==> config.mk <==
export PLATFORM = sky130hd
export DESIGN_NAME = pipe_stage_reg
export DESIGN_NICKNAME = d
export VERILOG_FILES = /design/src/rtl/pipe_pkg.sv /design/src/rtl/pipe_stage_reg.sv
export SDC_FILE = /design/constraint.sdc
export NUM_CORES = 1
export LEC_CHECK = 0
export ABC_AREA = 0
export BUFFER_PORTS_ARGS = -buffer_cell sky130_fd_sc_hd__buf_2
export CORE_MARGIN = 3
export CORE_UTILIZATION = 41
export CTS_BUF_LIST = sky130_fd_sc_hd__clkbuf_4 sky130_fd_sc_hd__clkbuf_8
export DETAILED_ROUTE_END_ITERATION = 6
export GPL_TIMING_DRIVEN = 0
export MAX_ROUTING_LAYER = met4
export PLACE_DENSITY = 0.67
export SLEW_MARGIN = 20
export SYNTH_ARGS = -nofsm -noshare
export SYNTH_HDL_FRONTEND = slang
export SYNTH_SLANG_ARGS = --single-unit
==> constraint.sdc <==
create_clock -name clk -period 1.8 [get_ports clk]
set_input_delay 0.09 -clock clk [delete_from_list [all_inputs] [get_ports clk]]
set_output_delay 0.09 -clock clk [all_outputs]
set_load 0.1 [all_outputs]
==> src/rtl/pipe_pkg.sv <==
// +----------------------------------------------------------------------------+
// | Module      : pipe_pkg                                                     |
// | Description : Shared RV32 pipeline constants and stage payload packings.  |
// | Revision    : 1.0 - initial release                                        |
// +----------------------------------------------------------------------------+
`default_nettype none

package pipe_pkg;

  localparam int          XLEN     = 32;
  localparam logic [31:0] NOP_INST = 32'h0000_0013;  // addi x0, x0, 0

  // IF/ID payload packing: {pc, pc4, inst}
  localparam int IF_ID_W        = 96;
  localparam int IF_ID_INST_LSB = 0;
  localparam int IF_ID_INST_MSB = 31;
  localparam int IF_ID_PC4_LSB  = 32;
  localparam int IF_ID_PC4_MSB  = 63;
  localparam int IF_ID_PC_LSB   = 64;
  localparam int IF_ID_PC_MSB   = 95;

  localparam logic [IF_ID_W-1:0] IF_ID_BUBBLE = {64'h0, NOP_INST};

  // Occupancy encoding as {main valid, skid valid}.
  localparam logic [1:0] OCC_EMPTY   = 2'b00;
  localparam logic [1:0] OCC_ONE     = 2'b10;
  localparam logic [1:0] OCC_FULL    = 2'b11;

  typedef struct packed {
    logic [XLEN-1:0] pc;
    logic [XLEN-1:0] pc4;
    logic [XLEN-1:0] inst;
  } if_id_t;

  function automatic logic [IF_ID_W-1:0] if_id_pack(
    input logic [XLEN-1:0] pc,
    input logic [XLEN-1:0] inst
  );
    return {pc, pc + 32'd4, inst};
  endfunction

endpackage

`default_nettype wire

==> src/rtl/pipe_stage_reg.sv <==
// +----------------------------------------------------------------------------+
// | Module      : pipe_stage_reg                                               |
// | Description : Elastic pipeline-stage register with two-entry skid buffer, |
// |               flush with bubble insertion and occupancy output.            |
// | Revision    : 1.0 - initial release                                        |
// +----------------------------------------------------------------------------+
`default_nettype none

module pipe_stage_reg
  import pipe_pkg::*;
#(
  parameter int                DATA_W     = IF_ID_W,
  parameter logic [DATA_W-1:0] BUBBLE_VAL = IF_ID_BUBBLE
) (
  input  logic              clk,
  input  logic              rst,
  input  logic              flush_i,
  input  logic              stall_i,
  input  logic              up_valid_i,
  output logic              up_ready_o,
  input  logic [DATA_W-1:0] up_data_i,
  output logic              dn_valid_o,
  input  logic              dn_ready_i,
  output logic [DATA_W-1:0] dn_data_o,
  output logic [1:0]        count_o
);

  logic              r_mv;
  logic              r_sv;
  logic [DATA_W-1:0] r_mdata;
  logic [DATA_W-1:0] r_sdata;

  logic              w_accept;
  logic              w_consume;
  logic [1:0]        w_occ;

  // Upstream ready depends only on the skid flag, so it is a pure register output.
  assign up_ready_o = ~r_sv;
  assign dn_valid_o = r_mv;
  assign dn_data_o  = r_mdata;
  assign count_o    = {1'b0, r_mv} + {1'b0, r_sv};

  assign w_accept  = up_valid_i & ~r_sv;
  assign w_consume = r_mv & dn_ready_i & ~stall_i;
  assign w_occ     = {r_mv, r_sv};

  always_ff @(posedge clk) begin
    if (rst) begin
      r_mv    <= 1'b0;
      r_sv    <= 1'b0;
      r_mdata <= BUBBLE_VAL;
      r_sdata <= BUBBLE_VAL;
    end else if (flush_i) begin
      r_mv    <= 1'b0;
      r_sv    <= 1'b0;
      r_mdata <= BUBBLE_VAL;
    end else begin
      case (w_occ)
        OCC_EMPTY: begin
          if (w_accept) begin
            r_mv    <= 1'b1;
            r_mdata <= up_data_i;
          end
        end
        OCC_ONE: begin
          if (w_accept && w_consume) begin
            r_mdata <= up_data_i;
          end else if (w_accept) begin
            r_sv    <= 1'b1;
            r_sdata <= up_data_i;
          end else if (w_consume) begin
            r_mv <= 1'b0;
          end
        end
        OCC_FULL: begin
          if (w_consume) begin
            r_mdata <= r_sdata;
            r_sv    <= 1'b0;
          end
        end
        default: begin
          // Unreachable skid-without-main state: drop back to empty.
          r_mv <= 1'b0;
          r_sv <= 1'b0;
        end
      endcase
    end
  end

endmodule

`default_nettype wire

# Word-level counts from Yosys, hierarchy flattened
# Cells that the tools add are included.
[totals] input_bits=102 elab_cells=42 regBits=194
[op_classes] add_sub_neg=1 n_bitwise=9 n_mux=11 n_reduce_logical=8 eq_ne=9
[ops] op="two-way mux 96 bit" count=3
[ops] op="one-hot mux 96 bit (3 select lines)" count=1
[ops] op="!= test 2 bit (second input constant)" count=7
[ops] op="AND reduction 4 bit" count=3
[ops] op="NOT 1 bit" count=6
[ops] op="one-hot mux 1 bit (3 select lines)" count=2
[ops] op="two-way mux 1 bit" count=5
[ops] op="AND reduction 5 bit" count=1
[ops] op="equality test 2 bit (second input constant)" count=2
[ops] op="bitwise AND 1 bit" count=3
[ops] op="nonzero test 3 bit" count=1
[ops] op="adder 1 x 1 -> 2 bit" count=1
[ops] op="logical NOT 2 bit" count=1
[ops] op="OR reduction 2 bit" count=1
[ops] op="logical AND 1 bit" count=1

# Logic depth before layout (Yosys ltp)
[depth] ltp_word=6 ltp_mapped=8 ltp_nobuf=5

# Worst setup path before layout
# OpenSTA, ideal clock, no wires.
[synth_path] path_type="register -> register" start="register r_mv (netlist: dn_valid_o)" end="register r_mdata[0] (netlist: dn_data_o[0])" setup_time_ps=129 period_less_slack_ps=3286 slack_ps=-1486 t_required_ps=1671 path_stages_with_launch=7 arrival_time_ps=3157 path_cell_list="dfxtp_1 ha_1 buf_2 buf_2 buf_2 mux2i_1 a31oi_1"
[synth_between] elab_chain_cells=5 word_cells_on_any_way=12 classes_between="5 x eq/ne; 1 x mux; 2 x bitwise; 4 x reduce/logical"
[synth_rtl] item="start: declaration" line_no="pipe_stage_reg.sv:28" text="logic r_mv;"
[synth_rtl] item="start signal: assignment" line_no="pipe_stage_reg.sv:49" text="r_mv <= 1'b0;"
[synth_rtl] item="start signal: assignment" line_no="pipe_stage_reg.sv:54" text="r_mv <= 1'b0;"
[synth_rtl] item="start signal: assignment" line_no="pipe_stage_reg.sv:61" text="r_mv <= 1'b1;"
[synth_rtl] item="bitwise AND 1 bit (2 in a row)" line_no="pipe_stage_reg.sv:44" text="assign w_consume = r_mv & dn_ready_i & ~stall_i;"
[synth_rtl] item="logical AND 1 bit" line_no="pipe_stage_reg.sv:66" text="if (w_accept && w_consume) begin"
[synth_rtl] item="!= test 2 bit (no line)"
[synth_rtl] item="AND reduction 4 bit (no line)"
[synth_rtl] item="end signal: assignment" line_no="pipe_stage_reg.sv:62" text="r_mdata <= up_data_i;"
[synth_rtl] item="end signal: assignment" line_no="pipe_stage_reg.sv:67" text="r_mdata <= up_data_i;"
[synth_rtl] item="end signal: assignment" line_no="pipe_stage_reg.sv:77" text="r_mdata <= r_sdata;"
[synth_rtl] item="end: declaration" line_no="pipe_stage_reg.sv:30" text="logic [DATA_W-1:0] r_mdata;"
# Several ways; a longest one is shown, not always the timed one.
# A chain may end at the register's enable or synchronous reset.

# Worst setup path after layout
[layout_path] start="register r_sv" end="register r_mdata[30] (netlist: dn_data_o[30])"
[layout_between] elab_chain_cells=5 word_cells_on_any_way=12 classes_between="5 x eq/ne; 1 x mux; 2 x bitwise; 4 x reduce/logical"
[layout_rtl] item="start: declaration" line_no="pipe_stage_reg.sv:29" text="logic r_sv;"
[layout_rtl] item="start signal: assignment" line_no="pipe_stage_reg.sv:50" text="r_sv <= 1'b0;"
[layout_rtl] item="start signal: assignment" line_no="pipe_stage_reg.sv:55" text="r_sv <= 1'b0;"
[layout_rtl] item="start signal: assignment" line_no="pipe_stage_reg.sv:69" text="r_sv <= 1'b1;"
[layout_rtl] item="NOT 1 bit" line_no="pipe_stage_reg.sv:43" text="assign w_accept = up_valid_i & ~r_sv;"
[layout_rtl] item="bitwise AND 1 bit" line_no="pipe_stage_reg.sv:43"
[layout_rtl] item="logical AND 1 bit" line_no="pipe_stage_reg.sv:66"
[layout_rtl] item="!= test 2 bit (no line)"
[layout_rtl] item="AND reduction 4 bit (no line)"
# Several ways; a longest one is shown, not always the timed one.

==> impl_metrics.env <==
export IMPL_gr_total_overflow=0
export IMPL_slowest_stage="dfxtp_4"
export IMPL_fin_worst_skew_ps=18.0
export IMPL_cts_tree="done"
export IMPL_finalHoldViolations=0
export IMPL_post_route_min_period_ps=1890
export IMPL_drc=0
export IMPL_fin_crit_sh_pct=105
export IMPL_wl_per_cell_um=16.8
export IMPL_fin_util_pct=61.8
export IMPL_nFillCells=1594
export IMPL_async_flop_share_pct=0
export IMPL_drive_gt1_share_pct=30.6
export IMPL_vias=7604
export IMPL_min_path_type="in -> reg"
export IMPL_regToRegEndpoint="dn_data_o[30]$_SDFFE_PP0P_"
export IMPL_avgSynthCellArea_um2=8.91
export IMPL_reg2reg_setup_slack_ps=-90
export IMPL_violations="setup timing"
export IMPL_status="complete, but fails checks"
export IMPL_clk_pin_slew_ps=100
export IMPL_synth_warning_count=0
export IMPL_synth_top_area_share_pct=49.5
export IMPL_dr_pass1_iters=4
export IMPL_vdd_drop_max_mv=0.479
export IMPL_dieArea_um2=20800
export IMPL_row_count=49
export IMPL_fin_cells=1464
export IMPL_synth_top_area_cell="dfxtp_1"
export IMPL_maxCapViolations=0
export IMPL_synth_net_count=986
export IMPL_syn_to_final_growth_pct=45.1
export IMPL_fp_coreArea_um2=18400
export IMPL_clock_latency_ps=470
export IMPL_synthTopCellsByArea="dfxtp_1, mux2i_1, a21oi_1"
export IMPL_wirelength_mm=24.6
export IMPL_relSlewSlack_pct=51.4
export IMPL_io_pins=202
export IMPL_cts_buffers=17
export IMPL_hpwl_mm=15.6
export IMPL_syn_area_um2=7840
export IMPL_synth_edf_count=0
export IMPL_ctsHtreeMaxLevel=4
export IMPL_grt_usage_pct=22.8
export IMPL_yosysMostFrequentCell="dfxtp_1"
export IMPL_cts_root_buf="clkbuf_8"
export IMPL_r2r_start="r_sv$_SDFFE_PP0P_"
export IMPL_place_ws_ps=-514
export IMPL_path_cells="clkinvlp_4, ha_4, a221oi_4, buf_4, and2_4, buf_12, clkbuf_16, a211oi_2"
export IMPL_critPathKind="reg -> reg"
export IMPL_place_gp_congestion=0.782
export IMPL_cp_slowest_stage_delay_ps=410
export IMPL_cp_start_kind="flip-flop"
export IMPL_clockBufferDepth=2
export IMPL_synth_commonest_cells="dfxtp_1, nand2_1, a21oi_1"
export IMPL_dp_cells=1309
export IMPL_crit_end="dn_data_o[30]$_SDFFE_PP0P_"
export IMPL_synth_seq_cells=194
export IMPL_die_height_um=144
export IMPL_cp_data_required_time_ps=2130
export IMPL_rsz0062_at_grt="true"
export IMPL_cts_sinks=194
export IMPL_critPathLaunch="r_sv$_SDFFE_PP0P_"
export IMPL_ys_seq_area_share_pct=49.5
export IMPL_leakage_nw=4.37
export IMPL_ant_nets=0
export IMPL_finalSetupTns_ps=-4790
export IMPL_grt_pass1_vias=7371
export IMPL_drtIter0Drc=301
export IMPL_routed_via_density=5.19
export IMPL_drv_slew=0
export IMPL_setup_ws_ps=-94.1
export IMPL_initial_utilization_pct=42.6
export IMPL_setup_violations=76
export IMPL_fmax_ghz=0.528
export IMPL_antenna_found_initial=1
export IMPL_grt_max_degree=18
export IMPL_synthFlopType="dfxtp_1"
export IMPL_grt_pass1_wl_mm=37.0
export IMPL_finish_net_count=1327
export IMPL_synth_cell_types=25
export IMPL_crit_fanout=6
export IMPL_tightest_slew_ps=728
export IMPL_critPathCaptureType="flip-flop"
export IMPL_crit_arrival_ps=2220
export IMPL_ff2ff_path_depth=8
export IMPL_io_buffers=200
export IMPL_die_w_um=144
export IMPL_p_per_area_nw_per_um2=854
export IMPL_netlist_instances=880
placed cells by master (no fill, tap or decap), types with 3 or more instances in the layout:
| master | n |
|---|---|
| clkinv_2 | 3 |
| clkbuf_4 | 6 |
| buf_8 | 10 |
| a211oi_1 | 56 |
| nand2_1 | 192 |
| dlygate4sd3_1 | 98 |
| buf_6 | 11 |
| mux2i_1 | 96 |
| a31oi_1 | 3 |
| a21oi_1 | 184 |
| clkbuf_8 | 20 |
| buf_12 | 4 |
| clkbuf_2 | 23 |
| nand3b_1 | 3 |
| a21oi_2 | 4 |
| dfxtp_1 | 192 |
| clkbuf_1 | 22 |
| buf_4 | 23 |
| clkinvlp_4 | 5 |
| buf_2 | 201 |
| clkbuf_16 | 7 |
| a211oi_2 | 40 |
worst min-delay path by stage:
stage | startpoint | to | slack [ps] | depth (start not counted)
final | dn_ready_i | r_sv$_SDFFE_PP0P_ | 140 | 4
after global routing | dn_ready_i | r_sv$_SDFFE_PP0P_ | 170 | 4
after CTS | dn_ready_i | r_sv$_SDFFE_PP0P_ | 120 | 4
after detailed placement | up_data_i[4] | r_sdata[4]$_SDFFE_PP1P_ | 330 | 3
after global placement | up_data_i[4] | r_sdata[4]$_SDFFE_PP1P_ | 320 | 3
after floorplan | up_data_i[0] | r_sdata[0]$_SDFFE_PP1P_ | 210 | 2
stage by stage:
| step | hold WS (ps) | instance area [um2] | total power [mW] |
|---|---|---|---|
| after global placement | 320 | 9260 | 6.62 |
| after floorplan | 214 | 7970 | 6.16 |
| after CTS | 116 | 10900 | 9.56 |
| final | 142 | 11400 | 9.72 |
| after detailed placement | 329 | 9260 | 6.64 |
| after global routing | 167 | 11400 | 10.1 |
power breakdown:
group          internal [mW]  leakage [nW]  switching [mW]
clock                   1.03         0.176            1.64
sequential              4.45          1.58          0.0919
combinational          0.810          2.61            1.70
total                   6.29          4.37            3.43
what timing repair did:
item                       4_1_cts  5_1_grt
hold endpoints to repair       186        0
gates cloned                     2        7
hold buffers                    98        0
setup buffers                   17        5
gates resized for setup         63       82
setup endpoints to repair      193      174
pin swaps                       13       47
worst max-delay path: cells and delay by family, from the launching register on:
kind                       cells  cell delay, ps
adders and majority gates      1             180
and+or+nand+nor                1             220
DFF                            1             410
buffers and inverters          4             620
AOI/OAI and AO/OA              2             330
cell families (layout without fill, tap and decap cells):
group,Yosys count,after routing,share of synthesized area [%]
AO/OA/AOI/OAI,292,292,22.0
adder cells (fa/ha/maj),4,4,0.638
buffers and inverters,87,441,4.92
flip-flops,194,194,49.5
multiplexers,96,96,12.3
other,0,1,0
AND/OR/NAND/NOR,207,207,10.6
area by class of cell:
| cell class | count | area, um2 | share of cell area (%) |
|---|---|---|---|
| clock inverter | 13 | 103 | 0.902 |
| buffer | 79 | 582 | 5.12 |
| clock buffer | 19 | 255 | 2.24 |
| multi-input combinational | 599 | 3840 | 33.8 |
| sequential | 194 | 3890 | 34.2 |
| inverter | 2 | 11.3 | 0.0990 |
| tap | 229 | 287 | 2.52 |
| timing repair buffer | 328 | 2400 | 21.1 |
| antenna | 1 | 2.50 | 0.0220 |
flip-flops by register name, summed over array words and instances (netlist names):
signal	flops
dn_data_o	96
r_sdata	96
dn_valid_o	1
r_sv	1
layer usage:
layer,wire [um],GRT usage (%),vias up
met1,10900,28.7,3589
li1,-,-,3774
met3,1350,4.99,25
met5,0,-,-
met2,12100,37.7,216
met4,321,5.55,0
(Power assumes the default switching activity.)
